`config.mk`:
```
export PLATFORM = sky130hd
export DESIGN_NAME = mem_port_arbiter
export DESIGN_NICKNAME = d
export VERILOG_FILES = /design/src/rtl/mem_port_arbiter_pkg.sv /design/src/rtl/mem_port_arbiter_beat.sv /design/src/rtl/mem_port_arbiter.sv
export SDC_FILE = /design/constraint.sdc
export NUM_CORES = 1
export LEC_CHECK = 0
export ABC_AREA = 0
export BUFFER_PORTS_ARGS = -buffer_cell sky130_fd_sc_hd__buf_2
export CORE_AREA = 2 2 102 104
export CTS_CLUSTER_DIAMETER = 60
export CTS_CLUSTER_SIZE = 12
export DETAILED_ROUTE_END_ITERATION = 10
export DIE_AREA = 0 0 104 106
export PLACE_DENSITY_LB_ADDON = 0.12
export SYNTH_ARGS = -nofsm -noshare
export SYNTH_HDL_FRONTEND = slang
export SYNTH_SLANG_ARGS = --single-unit
```
`constraint.sdc`:
```
create_clock -name clk_i -period 3.3 [get_ports clk_i]
set_input_delay 0.165 -clock clk_i [delete_from_list [all_inputs] [get_ports clk_i]]
set_output_delay 0.165 -clock clk_i [all_outputs]
set_load 0.01 [all_outputs]
```
`src/rtl/mem_port_arbiter_pkg.sv`:
```
// Shared types for the memory port arbiter:
// grant-state encoding, requester IDs and default line size.
package mem_port_arbiter_pkg;

    typedef enum logic [1:0] {
        IDLE  = 2'd0,
        GNT_I = 2'd1,
        GNT_D = 2'd2
    } gnt_state_e;

    typedef enum logic {
        REQ_I = 1'b0,
        REQ_D = 1'b1
    } req_id_e;

    localparam int DEF_LINE_WORDS = 4;

endpackage

```
`src/rtl/mem_port_arbiter_beat.sv`:
```
// Per-line beat tracker: critical-word-first offset that wraps
// inside the line, beat count and last-beat flag.
module line_beat_counter
    import mem_port_arbiter_pkg::*;
#(
    parameter int  LINE_WORDS = DEF_LINE_WORDS,
    localparam int OFFSET_W   = $clog2(LINE_WORDS)
) (
    input  logic                clk_i,
    input  logic                rst_i,
    input  logic                load,
    input  logic [OFFSET_W-1:0] load_offset,
    input  logic                beat,
    output logic [OFFSET_W-1:0] offset,
    output logic                last
);

    logic [OFFSET_W-1:0] count_q;
    logic [OFFSET_W-1:0] offset_q;

    // Load the start word on grant, then advance once per accepted beat.
    always_ff @(posedge clk_i) begin
        if (rst_i) begin
            offset_q <= '0;
            count_q  <= '0;
        end else if (load) begin
            offset_q <= load_offset;
            count_q  <= '0;
        end else if (beat) begin
            offset_q <= offset_q + 1'b1;
            count_q  <= count_q + 1'b1;
        end
    end

    assign offset = offset_q;
    assign last   = (count_q == OFFSET_W'(LINE_WORDS - 1));

endmodule

```
`src/rtl/mem_port_arbiter.sv`:
```
// Round-robin arbiter sharing one memory port between the I-cache
// refill path and the D-cache refill/write-back path.
module mem_port_arbiter
    import mem_port_arbiter_pkg::*;
#(
    parameter int LINE_WORDS = DEF_LINE_WORDS
) (
    input  logic        clk_i,
    input  logic        rst_i,
    input  logic        i_req_i,
    input  logic [31:2] i_addr_i,
    output logic        i_rvalid_o,
    output logic [31:0] i_rdata_o,
    output logic        i_done_o,
    input  logic        d_req_i,
    input  logic        d_we_i,
    input  logic [31:2] d_addr_i,
    input  logic [31:0] d_wdata_i,
    output logic        d_wnext_o,
    output logic        d_rvalid_o,
    output logic [31:0] d_rdata_o,
    output logic        d_done_o,
    output logic        mem_req_o,
    output logic        mem_we_o,
    output logic [31:2] mem_addr_o,
    output logic [31:0] mem_wdata_o,
    input  logic        mem_ack_i,
    input  logic [31:0] mem_rdata_i
);

    localparam int OFFSET_W = $clog2(LINE_WORDS);
    localparam int BASE_W   = 30 - OFFSET_W;

    gnt_state_e          state_q, state_d;
    req_id_e             last_grant_q;
    logic [BASE_W-1:0]   base_q;
    logic                we_q;
    logic                grant_i, grant_d;
    logic                busy, beat, last;
    logic                want_i, want_d;
    logic [OFFSET_W-1:0] offset;
    logic [OFFSET_W-1:0] load_offset;
    logic                i_rvalid_q, d_rvalid_q;
    logic                i_done_q, d_done_q;
    logic [31:0]         i_rdata_q, d_rdata_q;

    assign busy = (state_q != IDLE);
    assign beat = busy & mem_ack_i;

    // A side still seeing its done pulse is finishing, not asking again.
    assign want_i = i_req_i & ~i_done_q;
    assign want_d = d_req_i & ~d_done_q;

    assign load_offset = grant_d ? d_addr_i[OFFSET_W+1:2]
                                 : i_addr_i[OFFSET_W+1:2];

    // Arbitrate in IDLE; return to IDLE after the last beat.
    always_comb begin
        state_d = state_q;
        grant_i = 1'b0;
        grant_d = 1'b0;
        unique case (state_q)
            IDLE: begin
                if (want_i && (!want_d || last_grant_q == REQ_D)) begin
                    grant_i = 1'b1;
                    state_d = GNT_I;
                end else if (want_d) begin
                    grant_d = 1'b1;
                    state_d = GNT_D;
                end
            end
            GNT_I, GNT_D: begin
                if (beat && last) state_d = IDLE;
            end
            default: state_d = IDLE;
        endcase
    end

    // State register plus per-grant latches of line base, direction, owner.
    always_ff @(posedge clk_i) begin
        if (rst_i) begin
            state_q      <= IDLE;
            last_grant_q <= REQ_D;
            base_q       <= '0;
            we_q         <= 1'b0;
        end else begin
            state_q <= state_d;
            if (grant_i || grant_d) begin
                base_q       <= grant_d ? d_addr_i[31:OFFSET_W+2]
                                        : i_addr_i[31:OFFSET_W+2];
                we_q         <= grant_d & d_we_i;
                last_grant_q <= grant_d ? REQ_D : REQ_I;
            end
        end
    end

    line_beat_counter #(
        .LINE_WORDS (LINE_WORDS)
    ) u_beat (
        .clk_i       (clk_i),
        .rst_i       (rst_i),
        .load        (grant_i | grant_d),
        .load_offset (load_offset),
        .beat        (beat),
        .offset      (offset),
        .last        (last)
    );

    // Register read beats and the completion pulse toward the owner.
    always_ff @(posedge clk_i) begin
        if (rst_i) begin
            i_rvalid_q <= 1'b0;
            d_rvalid_q <= 1'b0;
            i_done_q   <= 1'b0;
            d_done_q   <= 1'b0;
            i_rdata_q  <= '0;
            d_rdata_q  <= '0;
        end else begin
            i_rvalid_q <= beat & ~we_q & (state_q == GNT_I);
            d_rvalid_q <= beat & ~we_q & (state_q == GNT_D);
            i_done_q   <= beat & last & (state_q == GNT_I);
            d_done_q   <= beat & last & (state_q == GNT_D);
            if (beat && !we_q && state_q == GNT_I) i_rdata_q <= mem_rdata_i;
            if (beat && !we_q && state_q == GNT_D) d_rdata_q <= mem_rdata_i;
        end
    end

    assign mem_req_o   = busy;
    assign mem_we_o    = busy & we_q;
    assign mem_addr_o  = {base_q, offset};
    assign mem_wdata_o = d_wdata_i;
    assign d_wnext_o   = beat & we_q & (state_q == GNT_D);
    assign i_rvalid_o  = i_rvalid_q;
    assign d_rvalid_o  = d_rvalid_q;
    assign i_done_o    = i_done_q;
    assign d_done_o    = d_done_q;
    assign i_rdata_o   = i_rdata_q;
    assign d_rdata_o   = d_rdata_q;

endmodule

```
Word level (Yosys, flattened, before mapping)
Index checks and enable logic that the tools add are counted.

Multiply operators: 0. Add/sub/neg operators: 2. Bitwise operators: 17. $lt $le $gt $ge: 0. Eq/ne operators: 5. Muxes and demuxes: 14. Shifts and indexed selects: 0. Div/mod/pow operators: 0. Reduce and logical (&&, ||, !) cells: 15.

Operators with widths (number): two-way mux 28 bit (1); bitwise AND 1 bit (13); two-way mux 2 bit (6); two-way mux 1 bit (6); logical AND 1 bit (5); adder 2 x 1 -> 2 bit (second input constant) (2); == test 2 bit (second input constant) (2); case mux 2 bit (2 select lines) (1); nonzero test 2 bit (2); OR reduction 2 bit (2); != test 3 bit (second input constant) (1); NOT 1 bit (3); == test 2 x 1 -> 1 bit (second input constant) (1); zero test 1 bit (2); zero test 2 bit (1); logical OR 1 bit (2); != test 2 bit (second input constant) (1); AND reduction 2 bit (1); OR 1 bit (1).

Memory bits (writable): 0. Bits in latches: 0. Memories kept: 0. Bits in read-only memories: 0. Bits in registers: 104. Output and inout bits: 133. Word-level logic and storage cells: 65.

Longest topological paths before layout
Gate-level depths: netlist of the first run.

Depth in word-level cells: 9. Mapped depth: 9.

Hierarchy
Synthesis of the first run repeated with hierarchy kept, for this count alone.

Cell total of the unflattened synthesis: 551. Area, all modules: 4600.7 um2.

By module, submodules not included: mem_port_arbiter (cells each 534, instances 1, area each 4416.7 um2); line_beat_counter (cells each 17, instances 1, area each 183.9 um2).

Worst setup path after synthesis of the first run
Ideal clock, no wire load.

Path type: register to register. From: register state_q[0]. To: register base_q[11]. Data required time: 3.162 ns. Path slack: 1.625 ns. Setup time: 0.138 ns. Buffers on the path: 2. Arrival: 1.538 ns. Cell stages (with the launch flop): 9. Path through: dfxtp_1 inv_1 ha_1 buf_4 inv_2 nor3_4 buf_6 mux2i_1 a211oi_1.

Word-level cells in the longest chain between the ends: 3. Elaborated cells on any way between the ends: 5.

Ends and longest elaborated chain: start, declared (line mem_port_arbiter.sv:34) `gnt_state_e state_q, state_d;`; start signal, assigned (line mem_port_arbiter.sv:87) `state_q <= state_d;`; zero test 2 bit * (line mem_port_arbiter.sv:62) `unique case (state_q)`; two-way mux 1 bit (line mem_port_arbiter.sv:62); two-way mux 28 bit / logical OR 1 bit (equally long branches) (line mem_port_arbiter.sv:89, mem_port_arbiter.sv:88); end signal, assigned (line mem_port_arbiter.sv:89) `base_q <= grant_d ? d_addr_i[31:OFFSET_W+2]`; end, declared (line mem_port_arbiter.sv:36) `logic [BASE_W-1:0] base_q;`.

Every way passes the cells marked *; elsewhere a longest branch is shown, timed or not. A chain may end at the register's enable or synchronous reset.

Worst setup path after layout of the first run
From: register state_q[0]. To: register base_q[12].

The elaborated chain is that of the path after synthesis.

==> flow_summary_export.csv, run 1 <==
group,metric,value,unit
run_status,status,"finished, final reports clean",
timing,fmax,454.3,MHz
timing,period_minus_slack,2201,ps
yosys,synth.most_common_cell,"nand2_1",
timing,relSlewSlack,0.2747,
clocking,cts_buffers,9,
timing,setup_tns,0,ps
timing,slew_violations,0,
grt,first_global_vias,3719,
route,drt-total-wl,10.92,mm
clocking,cts_tree,"built",
timing,hold_violations,0,
timing,finalSetupViolations,0,
yosys,yosysSeqAreaShare,0.4997,
floorplan,die_h,106,um
yosys,ys_ff_latch,104,
floorplan,io_pins,263,
grt,grt_pass1_wl,17.66,mm
critical_path,slowest_delay,670,ps
route,drt_first_iter_violations,144,
yosys,synthFlopType,"dfxtp_1",
yosys,syn_area,4166,um^2
yosys,synth_warnings,0,
floorplan,dieArea,11020,um^2
pwr,leakage,0.002323,uW
critical_path,crit_slowest_cell,"nor3_4",
place,dp_hpwl,7.437,mm
timing,fin_skew,15.21,ps
critical_path,worstPathMaxFanout,20,
yosys,yosys-top-cells-area,"dfxtp_1 50%, nand2_1 14%, a21oi_1 10%, buf_4 6.5%, a22oi_1 4.0%",
clocking,cts.htree.levels,3,
clocking,ctsRootBufferMaster,"clkbuf_8",
clocking,path_clk_slew,100,ps
finish,n_antenna_cell,0,
floorplan,core_area,10000,um^2
timing,fin_crit_sh,0.6671,
yosys,synth.distinct_cells,32,
yosys,ys_top_cells_by_count,"154 x nand2_1, 104 x dfxtp_1, 85 x a21oi_1",
finish,nFillCells,1005,
yosys,synth_nets,640,
route,drt-pass1-iter-count,4,
yosys,synthArstFlopShare,0,
critical_path,crit_path_start_kind,"flip-flop",
grt,antenna_found_initial,0,
critical_path,required,3570,ps
clocking,post_cts_buffers,0,
yosys,synth_top_cell_by_area,"dfxtp_1",
floorplan,rows,37,
clocking,clkSinkCount,104,
clocking,clk_latency,360,ps
clocking,cts_resized,0,
route,dr_total_vias,3873,
finish,nNetsFinal,786,
grt,grt_overflow,0,
clocking,cts_max_path_buffers,2,
timing,rsz0062_at_grt,"false",
route,antenna_left,0,
place,placed_cells,777,
timing,timing.final.ws_setup,1099,ps
min_path,hp-class,"input port to flip-flop",
critical_path,path_cells,"inv_1, ha_1, inv_2, nor3_4, buf_4, nand2_1, a21oi_1",
route,drc,0,
finish,drive_above_1_share,0.3394,
run,max_cap_violations,0,
yosys,netlist.area_leader.share,0.4997,
place,gp_congestion,0.7587,
yosys,syn-instance-count,506,
place,port_buffers,198,
pwr,peakVddDrop,0.0002508,V
finish,area_delta_synth_final,23.66,%
route,avgRoutedWirePerCell,13.76,um
grt,grt_max_degree,105,
finish,finalNonFillerCells,793,
yosys,synth_edf_count,0,
critical_path,critPathCaptureType,"flip-flop",
clocking,cts_hold_buf,0,
pwr,finalPower,2616,uW
critical_path,crit_arrival,2470,ps
floorplan,die_w,104,um
timing,worst_pin_slew,1088,ps
floorplan,start_util,0.4167,
pwr,power_density,507.8,nW/um^2
grt,grt_util_all_layers,0.1952,
place,dp_worst_setup_slack,1107,ps
critical_path,critPathKind,"flip-flop to flip-flop",
route,viasPerCell,4.884,
yosys,avgSynthCellArea,8.234,um^2
[layer usage]
| metal | share of wire | GRT usage | up-vias |
|---|---|---|---|
| li1 | - | - | 1946 |
| met3 | 0.080 | 0.06315 | 14 |
| met1 | 0.44 | 0.2427 | 1744 |
| met4 | 0.014 | 0.06564 | 0 |
| met2 | 0.47 | 0.3210 | 169 |
| met5 | 0 | 0 | - |
[through the flow]
step | hold slack, ps | utilization | area, um^2
6_report | 40.50 | 0.5153 | 5152
3_5_place_dp | 330.1 | 0.4964 | 4964
2_1_floorplan | 301.0 | - | 4167
4_1_cts | 15.53 | 0.5153 | 5152
3_3_place_gp | 330.1 | 0.4964 | 4964
5_1_grt | 16.12 | 0.5153 | 5152
[layout make-up]
type / count / area, um^2 / share of cell area
sequential: 104 / 2082 / 0.4041
multi-input combinational: 329 / 1658 / 0.3218
timing repair buffer: 204 / 1039 / 0.2016
tap: 136 / 170.2 / 0.03303
clock buffer: 10 / 137.6 / 0.02671
clock inverter: 6 / 51.30 / 0.009956
inverter: 4 / 15.01 / 0.002914
[layout by cell type (no fill, tap or decap), types with 2 or more instances in the layout]
cell type,n
nor2b_1,3
buf_4,7
and2_1,2
and3_1,2
nor4_1,4
nand3b_1,2
a22oi_1,22
a2bb2oi_1,2
inv_1,3
a21oi_1,85
nor3b_1,4
clkbuf_8,10
clkinv_4,3
nor2_1,15
ha_1,4
dfxtp_1,104
a211oi_1,9
nand2_1,154
buf_2,197
mux2i_1,9
nand3_1,2
[sequential cells by signal, summed over array words and instances, names as in the netlist]
register / count
base_q: 28
d_done_o: 1
d_rdata_o: 32
d_rvalid_o: 1
i_done_o: 1
i_rdata_o: 32
i_rvalid_o: 1
last_grant_q: 1
state_q: 2
u_beat.count_q: 2
u_beat.offset: 2
we_q: 1
[worst max-delay path: cells and delay by family, from the launching register on]
family	cells	cell delay, ps
and+or+nand+nor	2	760
AOI/OAI and AO/OA	1	120
DFF	1	320
buffers and inverters	3	570
adders and majority gates	1	350
[where the power goes]
| group | internal, uW | switching, uW |
|---|---|---|
| registers | 1330 | 41.7 |
| logic | 206 | 286 |
| clock network | 306 | 446 |
| total | 1840 | 774 |
[worst paths after layout]
| check | from | slack [ps] | end | cells after the start |
|---|---|---|---|---|
| hold / removal | i_addr_i[11] | 40 | base_q[7] | 3 |
| hold reg to reg | d_rdata_o[18] | 460 | d_rdata_o[18] | 2 |
| setup / recovery | state_q[0] | 1100 | base_q[12] | 7 |
| setup reg to reg | state_q[0] | 1100 | base_q[12] | 7 |
[logic make-up (layout without fill, tap and decap cells)]
logic type / Yosys count / after routing / synth area share
simple gates: 192 / 192 / 0.1907
compound gates: 123 / 123 / 0.1715
flops: 104 / 104 / 0.4997
buf+inv: 73 / 224 / 0.1024
mux: 9 / 9 / 0.02162
fa+ha+maj: 4 / 4 / 0.01201
xor+xnor: 1 / 1 / 0.002102
(Power assumes the default switching activity.)
==> run 2: changes to the inputs <==
CORE_AREA = default   (was 2 2 102 104)
CORE_MARGIN = 1.5   (was default)
CORE_UTILIZATION = 38   (was default)
DIE_AREA = default   (was 0 0 104 106)
clock period = 2 ns   (was 3.3 ns; I/O delays follow)
==> run 2 against run 1 <==
  * Count of clock-buffer cells in the layout did not move
  * Largest power group unchanged
  * First-iteration DRC count rose by 26%
  * Via count rose by 8.1%
  * Die area rose by 5.2%
  * Combinational power rose by 93%
  * Power rose by 70%
  * Core utilization rose by 2.8 points
  * Worst setup slack got worse by 880 ps
  * Highest routed layer unchanged
  * Global-route usage rose by 0.71 points
  * Worst hold slack got worse by 16 ps
==> flow_summary_export.csv, run 2 (synthesis results as in run 1) <==
group,metric,value,unit
grt,grt_max_degree,65,
timing,worst_pin_slew,679.1,ps
pwr,power_frac_comb,0.213,
critical_path,crit_arrival,2060,ps
pwr,leakage,0.002619,uW
timing,setup_tns,0,ps
clocking,cts_tree,"built",
floorplan,rows,38,
critical_path,worst-path-buf-inv,3,
critical_path,crit_slowest_cell,"ha_1",
pwr,finalPower,4440,uW
critical_path,worstPathMaxFanout,20,
min_path,hp-class,"input port to flip-flop",
clocking,clkSinkCount,104,
timing,timing.final.ws_setup,222.6,ps
clocking,cts_max_path_buffers,2,
finish,nFillCells,1020,
pwr,power_frac_clock,0.277,
place,dp_hpwl,8.041,mm
timing,period_minus_slack,1777,ps
finish,final_common_cell,"buf_2",
timing,relSlewSlack,0.5472,
route,viasPerCell,4.828,
critical_path,critPathCaptureType,"flip-flop",
critical_path,critPathKind,"flip-flop to flip-flop",
clocking,post_cts_buffers,0,
critical_path,slowest_delay,350,ps
critical_path,reg2reg_setup_slack,220,ps
clocking,path_clk_slew,100,ps
grt,antenna_found_initial,0,
route,drt-total-wl,11.84,mm
pwr,peakVddDrop,0.0003489,V
clocking,cts.htree.levels,3,
timing,rsz0062_at_grt,"false",
finish,finalNonFillerCells,867,
grt,grt_util_all_layers,0.2024,
route,drt_first_iter_violations,181,
critical_path,required,2280,ps
run_status,status,"finished, final reports clean",
floorplan,die_h,107.7,um
finish,final_core_util,0.5431,
timing,slew_violations,0,
route,drt-pass1-iter-count,4,
finish,most-common-layout-cells,"197 x buf_2, 154 x nand2_1, 104 x dfxtp_1",
finish,n_antenna_cell,0,
floorplan,start_util,0.3878,
timing,fin_skew,23.30,ps
pwr,p_seq_frac,0.510,
timing,fmax,562.6,MHz
pwr,power_density,760.8,nW/um^2
route,antenna_left,0,
grt,grt_pass1_wl,18.83,mm
clocking,cts_buffers,9,
run,max_cap_violations,0,
route,drc,0,
pwr,internal_power,3118,uW
floorplan,io_pins,263,
floorplan,core_area,10750,um^2
grt,grt_overflow,0,
place,dp_worst_setup_slack,122.8,ps
timing,finalSetupViolations,0,
finish,area_delta_synth_final,40.06,%
pwr,switching_share,0.2977,
floorplan,dieArea,11600,um^2
pwr,power.switching,1322,uW
finish,nNetsFinal,856,
route,dr_total_vias,4186,
timing,hold_violations,0,
place,placed_cells,793,
timing,fin_crit_sh,0.8887,
critical_path,cp_top_family,"buffers and inverters",
finish,drive_above_1_share,0.3246,
place,port_buffers,198,
grt,first_global_vias,4081,
clocking,ctsRootBufferMaster,"clkbuf_8",
critical_path,crit_path_start_kind,"flip-flop",
critical_path,path_cells,"inv_1, ha_1, inv_2, nor3_4, buf_4, nor4_1, a211oi_1",
clocking,clk_latency,370,ps
route,avgRoutedWirePerCell,13.65,um
place,gp_congestion,0.8093,
floorplan,die_w,107.7,um
[run 2: worst reg2reg max path: cells and delay by family (launching register included)]
kind / cells / cell delay [ps]
AND/OR/NAND/NOR: 2 / 340
buffers and inverters: 3 / 500
adder cells (fa/ha/maj): 1 / 350
flip-flops: 1 / 320
AO/OA/AOI/OAI: 1 / 210
[run 2: layout make-up]
class / instances / area (um^2) / area share
tap: 140 / 175.2 / 0.03002
inverter: 4 / 15.01 / 0.002573
sequential: 104 / 2082 / 0.3568
clock inverter: 6 / 50.05 / 0.008576
multi-input combinational: 329 / 1664 / 0.2852
timing repair buffer: 274 / 1722 / 0.2950
clock buffer: 10 / 127.6 / 0.02187
[run 2: through the flow]
step	hold slack, ps	cell area, um^2
floorplan	236.0	4167
global placement	200.1	5071
detailed placement	200.1	5071
CTS	1.166	5819
global route	4.294	5836
finish	24.05	5836
[run 2: repair_timing]
item,CTS,global route
hold buffers,57,1
hold endpoints to repair,89,1
setup endpoints to repair,0,38
resized for setup,0,2
[run 2: power by group through the flow]
stage	clock (uW)	combinational (uW)	sequential, uW
after CTS	1270	945	2260
after global placement	0	845	2310
final	1230	946	2270
after detailed placement	0	858	2310
after floorplan	0	528	2360
after global routing	1350	1050	2280
[run 2: path summary, 6_finish.rpt]
kind | startpoint | endpoint | depth (start not counted)
worst max-delay path | state_q[1] | u_beat.offset[0] | 7
worst min-delay path | d_addr_i[20] | base_q[16] | 3
worst max register to register | state_q[1] | u_beat.offset[0] | 7
worst min register to register | d_rdata_o[14] | d_rdata_o[14] | 2
[run 2: metal layers]
metal	up-vias	global-route usage	wire (um)
met3	21	0.06053	909
met4	0	0.06297	173
met2	164	0.3508	5706
met1	1913	0.2396	5047
met5	-	0	0
li1	2088	-	-
